<file path="src/rtl/ebpf_rb_pkg.sv">
// rtl/ebpf_rb_pkg.sv - shared constants and helpers for the eBPF register bank write scheduler.
package ebpf_rb_pkg;

  localparam int NUM_REGS = 11;
  localparam int ADDR_W   = 4;
  localparam int NUM_SRC  = 4;

  // Source index doubles as the bank's dst_in_slc encoding.
  typedef enum logic [1:0] {
    SRC_ALU = 2'd0,
    SRC_PKT = 2'd1,
    SRC_IMM = 2'd2,
    SRC_RAM = 2'd3
  } wb_src_e;

  function automatic logic addr_ok(input logic [ADDR_W-1:0] a);
    return a < ADDR_W'(NUM_REGS);
  endfunction

  // Out-of-range addresses decode to all-zero, so they never touch the scoreboard.
  function automatic logic [NUM_REGS-1:0] reg_onehot(input logic [ADDR_W-1:0] a);
    return NUM_REGS'(1) << a;
  endfunction

endpackage

</file>
<file path="src/rtl/wb_rr_arb.sv">
// rtl/wb_rr_arb.sv - 4-way writeback arbiter; RR_ARB_EN selects round-robin, else fixed RAM>PKT>ALU>IMM.
module wb_rr_arb
  import ebpf_rb_pkg::*;
(
  input  logic               clk,
  input  logic               rst,
  input  logic [NUM_SRC-1:0] req,
  output logic [NUM_SRC-1:0] gnt,
  output wb_src_e            gnt_idx
);

`ifdef RR_ARB_EN
  logic [1:0] ptr_q, ptr_d;
  logic [1:0] cand;
  logic       found;

  // Scan starting at the pointer; the first requester in that rotation wins.
  always_comb begin
    gnt     = '0;
    gnt_idx = SRC_ALU;
    found   = 1'b0;
    cand    = ptr_q;
    ptr_d   = ptr_q;
    for (int k = 0; k < NUM_SRC; k++) begin
      cand = ptr_q + 2'(k);
      if (!found && req[cand]) begin
        found     = 1'b1;
        gnt[cand] = 1'b1;
        gnt_idx   = wb_src_e'(cand);
      end
    end
    if (found) begin
      ptr_d = gnt_idx + 2'd1;
    end
  end

  always_ff @(posedge clk) begin
    if (!rst) begin
      ptr_q <= SRC_ALU;
    end else begin
      ptr_q <= ptr_d;
    end
  end
`else
  logic unused_clk_rst;
  assign unused_clk_rst = clk | rst;

  always_comb begin
    gnt     = '0;
    gnt_idx = SRC_ALU;
    if (req[SRC_RAM]) begin
      gnt[SRC_RAM] = 1'b1;
      gnt_idx      = SRC_RAM;
    end else if (req[SRC_PKT]) begin
      gnt[SRC_PKT] = 1'b1;
      gnt_idx      = SRC_PKT;
    end else if (req[SRC_ALU]) begin
      gnt[SRC_ALU] = 1'b1;
      gnt_idx      = SRC_ALU;
    end else if (req[SRC_IMM]) begin
      gnt[SRC_IMM] = 1'b1;
      gnt_idx      = SRC_IMM;
    end
  end
`endif

endmodule

</file>
<file path="src/rtl/reg_wb_sched.sv">
// rtl/reg_wb_sched.sv - register bank write-port scheduler with load scoreboard; arbitration style set by RR_ARB_EN.
module reg_wb_sched
  import ebpf_rb_pkg::*;
#(
  parameter int STARVE_MAX = 4
) (
  input  logic                      clk,
  input  logic                      rst,
  input  logic                      rd_req,
  input  logic [ADDR_W-1:0]         rd_src_addr,
  input  logic [ADDR_W-1:0]         rd_dst_addr,
  input  logic                      rd_zeroout,
  output logic                      rd_stall,
  input  logic [NUM_SRC-1:0]        wb_valid,
  input  logic [NUM_SRC*ADDR_W-1:0] wb_addr,
  input  logic [NUM_SRC-1:0]        wb_zeroout,
  output logic [NUM_SRC-1:0]        wb_ready,
  input  logic                      ld_issue,
  input  logic [ADDR_W-1:0]         ld_addr,
  output logic                      ld_stall,
  output logic                      rb_en,
  output logic                      rb_rw,
  output logic [ADDR_W-1:0]         rb_src_addr,
  output logic [ADDR_W-1:0]         rb_dst_addr,
  output logic [1:0]                rb_dst_in_slc,
  output logic                      rb_zeroout,
  output logic                      err_badaddr
);

  localparam int CNT_W = $clog2(STARVE_MAX + 1);

  logic [NUM_REGS-1:0] sb_q, sb_d;
  logic [CNT_W-1:0]    starve_q, starve_d;
  logic                err_q, err_d;

  logic [NUM_SRC-1:0]  arb_req, gnt;
  wb_src_e             gnt_idx;
  logic [ADDR_W-1:0]   wr_addr;
  logic                starved, wr, wr_bad, hazard;
  logic [NUM_REGS-1:0] ld_dec;
  logic                ld_bad, ld_busy;

  // A starved cycle and reset both hide every request from the arbiter.
  assign starved = (starve_q == CNT_W'(STARVE_MAX));
  assign arb_req = (rst && !starved) ? wb_valid : '0;

  wb_rr_arb u_arb (
    .clk     (clk),
    .rst     (rst),
    .req     (arb_req),
    .gnt     (gnt),
    .gnt_idx (gnt_idx)
  );

  always_comb begin
    wr_addr = wb_addr[0 +: ADDR_W];
    case (gnt_idx)
      SRC_PKT: wr_addr = wb_addr[ADDR_W +: ADDR_W];
      SRC_IMM: wr_addr = wb_addr[2*ADDR_W +: ADDR_W];
      SRC_RAM: wr_addr = wb_addr[3*ADDR_W +: ADDR_W];
      default: wr_addr = wb_addr[0 +: ADDR_W];
    endcase
  end

  always_comb begin
    wr      = |gnt;
    wr_bad  = !addr_ok(wr_addr);
    hazard  = rd_req && |(sb_q & (reg_onehot(rd_src_addr) | reg_onehot(rd_dst_addr)));
    ld_dec  = reg_onehot(ld_addr);
    ld_bad  = !addr_ok(ld_addr);
    ld_busy = |(sb_q & ld_dec);

    wb_ready      = gnt;
    rb_en         = rst && (wr || (rd_req && !hazard));
    rb_rw         = wr && !wr_bad;
    rd_stall      = !rst || (rd_req && (wr || hazard));
    ld_stall      = !rst || (ld_issue && ld_busy);
    rb_src_addr   = rd_src_addr;
    rb_dst_addr   = wr ? wr_addr : rd_dst_addr;
    rb_dst_in_slc = gnt_idx;
    rb_zeroout    = wr ? wb_zeroout[gnt_idx] : rd_zeroout;
    err_badaddr   = err_q;
  end

  // Clear from a load writeback is applied first so a same-cycle issue wins.
  always_comb begin
    sb_d = sb_q;
    if (wr && !wr_bad && (gnt_idx == SRC_PKT || gnt_idx == SRC_RAM)) begin
      sb_d = sb_d & ~reg_onehot(wr_addr);
    end
    if (ld_issue && !ld_busy) begin
      sb_d = sb_d | ld_dec;
    end

    starve_d = starve_q;
    if (starved) begin
      starve_d = '0;
    end else if (rd_req && wr) begin
      starve_d = starve_q + CNT_W'(1);
    end else if (rd_req) begin
      starve_d = '0;
    end

    err_d = err_q | (wr && wr_bad) | (ld_issue && ld_bad);
  end

  always_ff @(posedge clk) begin
    if (!rst) begin
      sb_q     <= '0;
      starve_q <= '0;
      err_q    <= 1'b0;
    end else begin
      sb_q     <= sb_d;
      starve_q <= starve_d;
      err_q    <= err_d;
    end
  end

endmodule

</file>
<file path="config.mk">
export PLATFORM = sky130hd
export DESIGN_NAME = reg_wb_sched
export DESIGN_NICKNAME = d
export VERILOG_FILES = /design/src/rtl/ebpf_rb_pkg.sv /design/src/rtl/wb_rr_arb.sv /design/src/rtl/reg_wb_sched.sv
export SDC_FILE = /design/constraint.sdc
export NUM_CORES = 1
export LEC_CHECK = 0
export CORE_MARGIN = 2
export CORE_UTILIZATION = 46
export DETAILED_ROUTE_END_ITERATION = 10
export GPL_ROUTABILITY_DRIVEN = 0
export PLACE_DENSITY = 0.82
export SLEW_MARGIN = 5
export SYNTH_ARGS = -nofsm -noshare
export SYNTH_HDL_FRONTEND = slang
export SYNTH_SLANG_ARGS = --single-unit
</file>
<file path="constraint.sdc">
create_clock -name clk -period 2.5 [get_ports clk]
set_clock_uncertainty 0.05 [all_clocks]
set_input_delay 0.5 -clock clk [delete_from_list [all_inputs] [get_ports clk]]
set_output_delay 0.5 -clock clk [all_outputs]
set_load 0.05 [all_outputs]
</file>
==> flow_metrics.py <==
metrics = {
    "outcome": {
        "status": "finished with violations",
        "violations": "negative setup slack",
    },
    "sta": {
        "setup_viol_count_final": 8,
        "rsz0062_at_grt": "yes",
        "fin_setup_tns_ps": -915,
        "fmax_ghz": 0.366,
        "hold_violations": 0,
        "finalCriticalPeriod_ps": 2730,
        "worst_pin_slew_ps": 610,
        "hold_ws_ps": 524,
        "setup_slack_ps": -231,
        "slew_viol_final": 0,
        "relSlewSlack": 0.590,
        "fin_crit_sh": 1.09,
    },
    "worst_setup_path": {
        "reg2reg_slack_ps": 80,
        "cp-end-kind": "primary output",
        "cp-endpoint": "rb_en",
        "regToRegEndpoint": "sb_q[2]$_SDFF_PN0_",
        "slowest_stage": "nor4bb_4",
        "reg2regPathDepth": 9,
        "max_stage_delay_ps": 470,
        "reg2reg_from": "starve_q[0]$_SDFFE_PP0P_",
        "worst_ep_arrival_time_ps": 2180,
        "worstSetupStartpointType": "primary input",
        "crit_chain": "buf_2 -> nor4bb_4 -> o21ai_1 -> nand4_1 -> nor3_2 -> buf_4 -> a21o_1 -> buf_12",
        "path_class": "primary input to primary output",
        "crit_path_start": "rd_src_addr[0]",
        "cp_max_fo": 12,
        "worst_ep_required_time_ps": 1950,
    },
    "yosys": {
        "synth_compound_area_frac": 0.286,
        "synth.area.mux_share": 0.0580,
        "async_flop_share": 0,
        "synth_ff_type": "dfxtp_1",
        "synth_seq_cells": 15,
        "synth_area_leader_cell": "dfxtp_1",
        "seq_area_frac_synth": 0.176,
        "synth_xor_area_frac": 0,
        "synth_area_um2": 1700,
        "postSynthAreaPerCell_um2": 7.28,
        "yosys.area_share.simple": 0.380,
        "synth_cells": 234,
        "synth_edf_count": 0,
        "yosys-top-cells-count": "nand2_1, o21ai_0, a21oi_1, nor2_1, dfxtp_1",
        "synth_fa_ha_area_frac": 0.0147,
        "synth_top_family_by_area": "simple AND/OR/NAND/NOR gates",
        "synthDominantCellAreaShare": 0.176,
        "synth.most_common_cell": "nand2_1",
        "yosys.cell_types.count": 62,
        "syn-num-nets": 277,
        "synth_warnings": 0,
        "synthTopCellsByArea": "dfxtp_1, nor4bb_1, o21ai_0",
    },
    "die": {
        "dieArea_um2": 4200,
        "die_w_um": 64.8,
        "die_h_um": 64.8,
        "initial_core_util": 0.472,
        "core_area_um2": 3610,
        "ios": 61,
        "rows": 22,
    },
    "place": {
        "post-dp-hpwl_mm": 5.18,
        "io_buffer_count": 60,
        "placed_cell_area_um2": 2980,
        "pre_cts_ws_ps": -455,
    },
    "layout": {
        "regArea_um2": 303,
        "drive_above_1_share": 0.483,
        "fillers": 115,
        "multi_input_area_um2": 1640,
        "design_area_um2": 3390,
        "area_delta_synth_final_pct": 99.3,
        "diodes": 0,
        "nNetsFinal": 394,
        "fin_util": 0.941,
    },
    "global_route": {
        "grt_max_degree": 16,
        "grt-ovfl-total": 0,
        "antenna_found_initial": 1,
        "grt_pass1_vias": 2448,
        "grtUsageTotal": 0.358,
        "grt_pass1_wl_mm": 11.8,
    },
    "drt": {
        "wl_mm": 10.5,
        "dr.pass1.iters": 9,
        "drt-initial-drc-count": 437,
        "ant_nets": 0,
        "drc": 0,
        "num_vias": 2868,
        "avgRoutedWirePerCell_um": 26.3,
        "vias_per_cell": 7.21,
    },
    "flow_run": {
        "drv_cap": 0,
    },
    "pwr": {
        "power_density_nw_per_um2": 336,
        "leakage_uw": 0.00143,
        "ir_drop_v": 0.000266,
    },
    "clock_network": {
        "cts_buffers": 3,
        "clock_sinks": 15,
        "htreeDepth": 1,
        "clkLatencyLatePin_ps": 260,
        "cts_hold_buf": 0,
        "cts-root-buf": "clkbuf_8",
        "cts_tree": "built",
        "clk_pin_slew_ps": 60,
        "cts.path.max_buffers": 2,
    },
    "hold_path": {
        "hp-class": "flip-flop to flip-flop",
    },
}
==> per-layer routing <==
metal / vias to the layer above / wire [µm] / track usage
li1: 1126 / - / -
met1: 1275 / 3520 / 0.442
met2: 350 / 4550 / 0.579
met5: - / 0 / 0
met4: 0 / 924 / 0.197
met3: 117 / 1460 / 0.0729
==> area by class of cell <==
cell class              instances  area share
repair buffers                133       0.385
well taps                      48      0.0177
multi-input cells             188       0.483
inverters                      10      0.0111
flip-flops and latches         15      0.0892
clock buffers                   4      0.0133
==> cells in the final DEF (no fill, tap or decap), types with 7 or more instances in the layout <==
cell              n
nand2_1          21
buf_12           19
o21ai_0          10
buf_6             7
buf_4            66
o21ai_1           8
inv_1             7
dfxtp_1          13
buf_2             8
a21oi_1          13
nor2_1           12
clkdlybuf4s50_1  21
nand3_1           8
==> stage by stage <==
step	total power, µW	cells
4_1_cts	1030	390
3_5_place_dp	811	379
6_report	1140	398
3_3_place_gp	798	379
2_1_floorplan	528	234
5_1_grt	1160	398
==> critical path: cells and delay by family <==
kind                   cells  cell delay, ps
buffers and inverters      3             560
AO/OA/AOI/OAI              2             410
AND/OR/NAND/NOR            3             690
==> sequential cells by signal, indices dropped and copies added (netlist names) <==
register	flops
sb_q	11
starve_q	3
err_badaddr	1
==> worst min path at each step <==
stage	from	endpoint	slack, ps	depth (start not counted)
floorplan	starve_q[0]$_SDFFE_PP0P_	starve_q[0]$_SDFFE_PP0P_	400	2
global placement	starve_q[0]$_SDFFE_PP0P_	starve_q[0]$_SDFFE_PP0P_	410	2
detailed placement	starve_q[0]$_SDFFE_PP0P_	starve_q[0]$_SDFFE_PP0P_	420	2
CTS	sb_q[9]$_SDFF_PN0_	sb_q[9]$_SDFF_PN0_	460	2
global route	sb_q[1]$_SDFF_PN0_	sb_q[1]$_SDFF_PN0_	520	2
finish	sb_q[1]$_SDFF_PN0_	sb_q[1]$_SDFF_PN0_	520	2
==> cells by family (layout without fill, tap and decap cells) <==
family,after synthesis,in the layout
simple gates,105,105
compound gates,72,72
buf+inv,31,147
flops,15,15
mux,9,9
fa+ha+maj,2,2
==> what timing repair did <==
item,in CTS,in global routing
gates cloned,1,0
setup endpoints to repair,12,9
pin swaps,22,18
buffers inserted,6,8
gates resized for setup,97,40
==> power by group <==
group	internal (µW)	switching (µW)
Combinational	318	350
Sequential	248	9.52
Clock	114	99.1
Note: power is estimated with default switching activity, not from simulation.
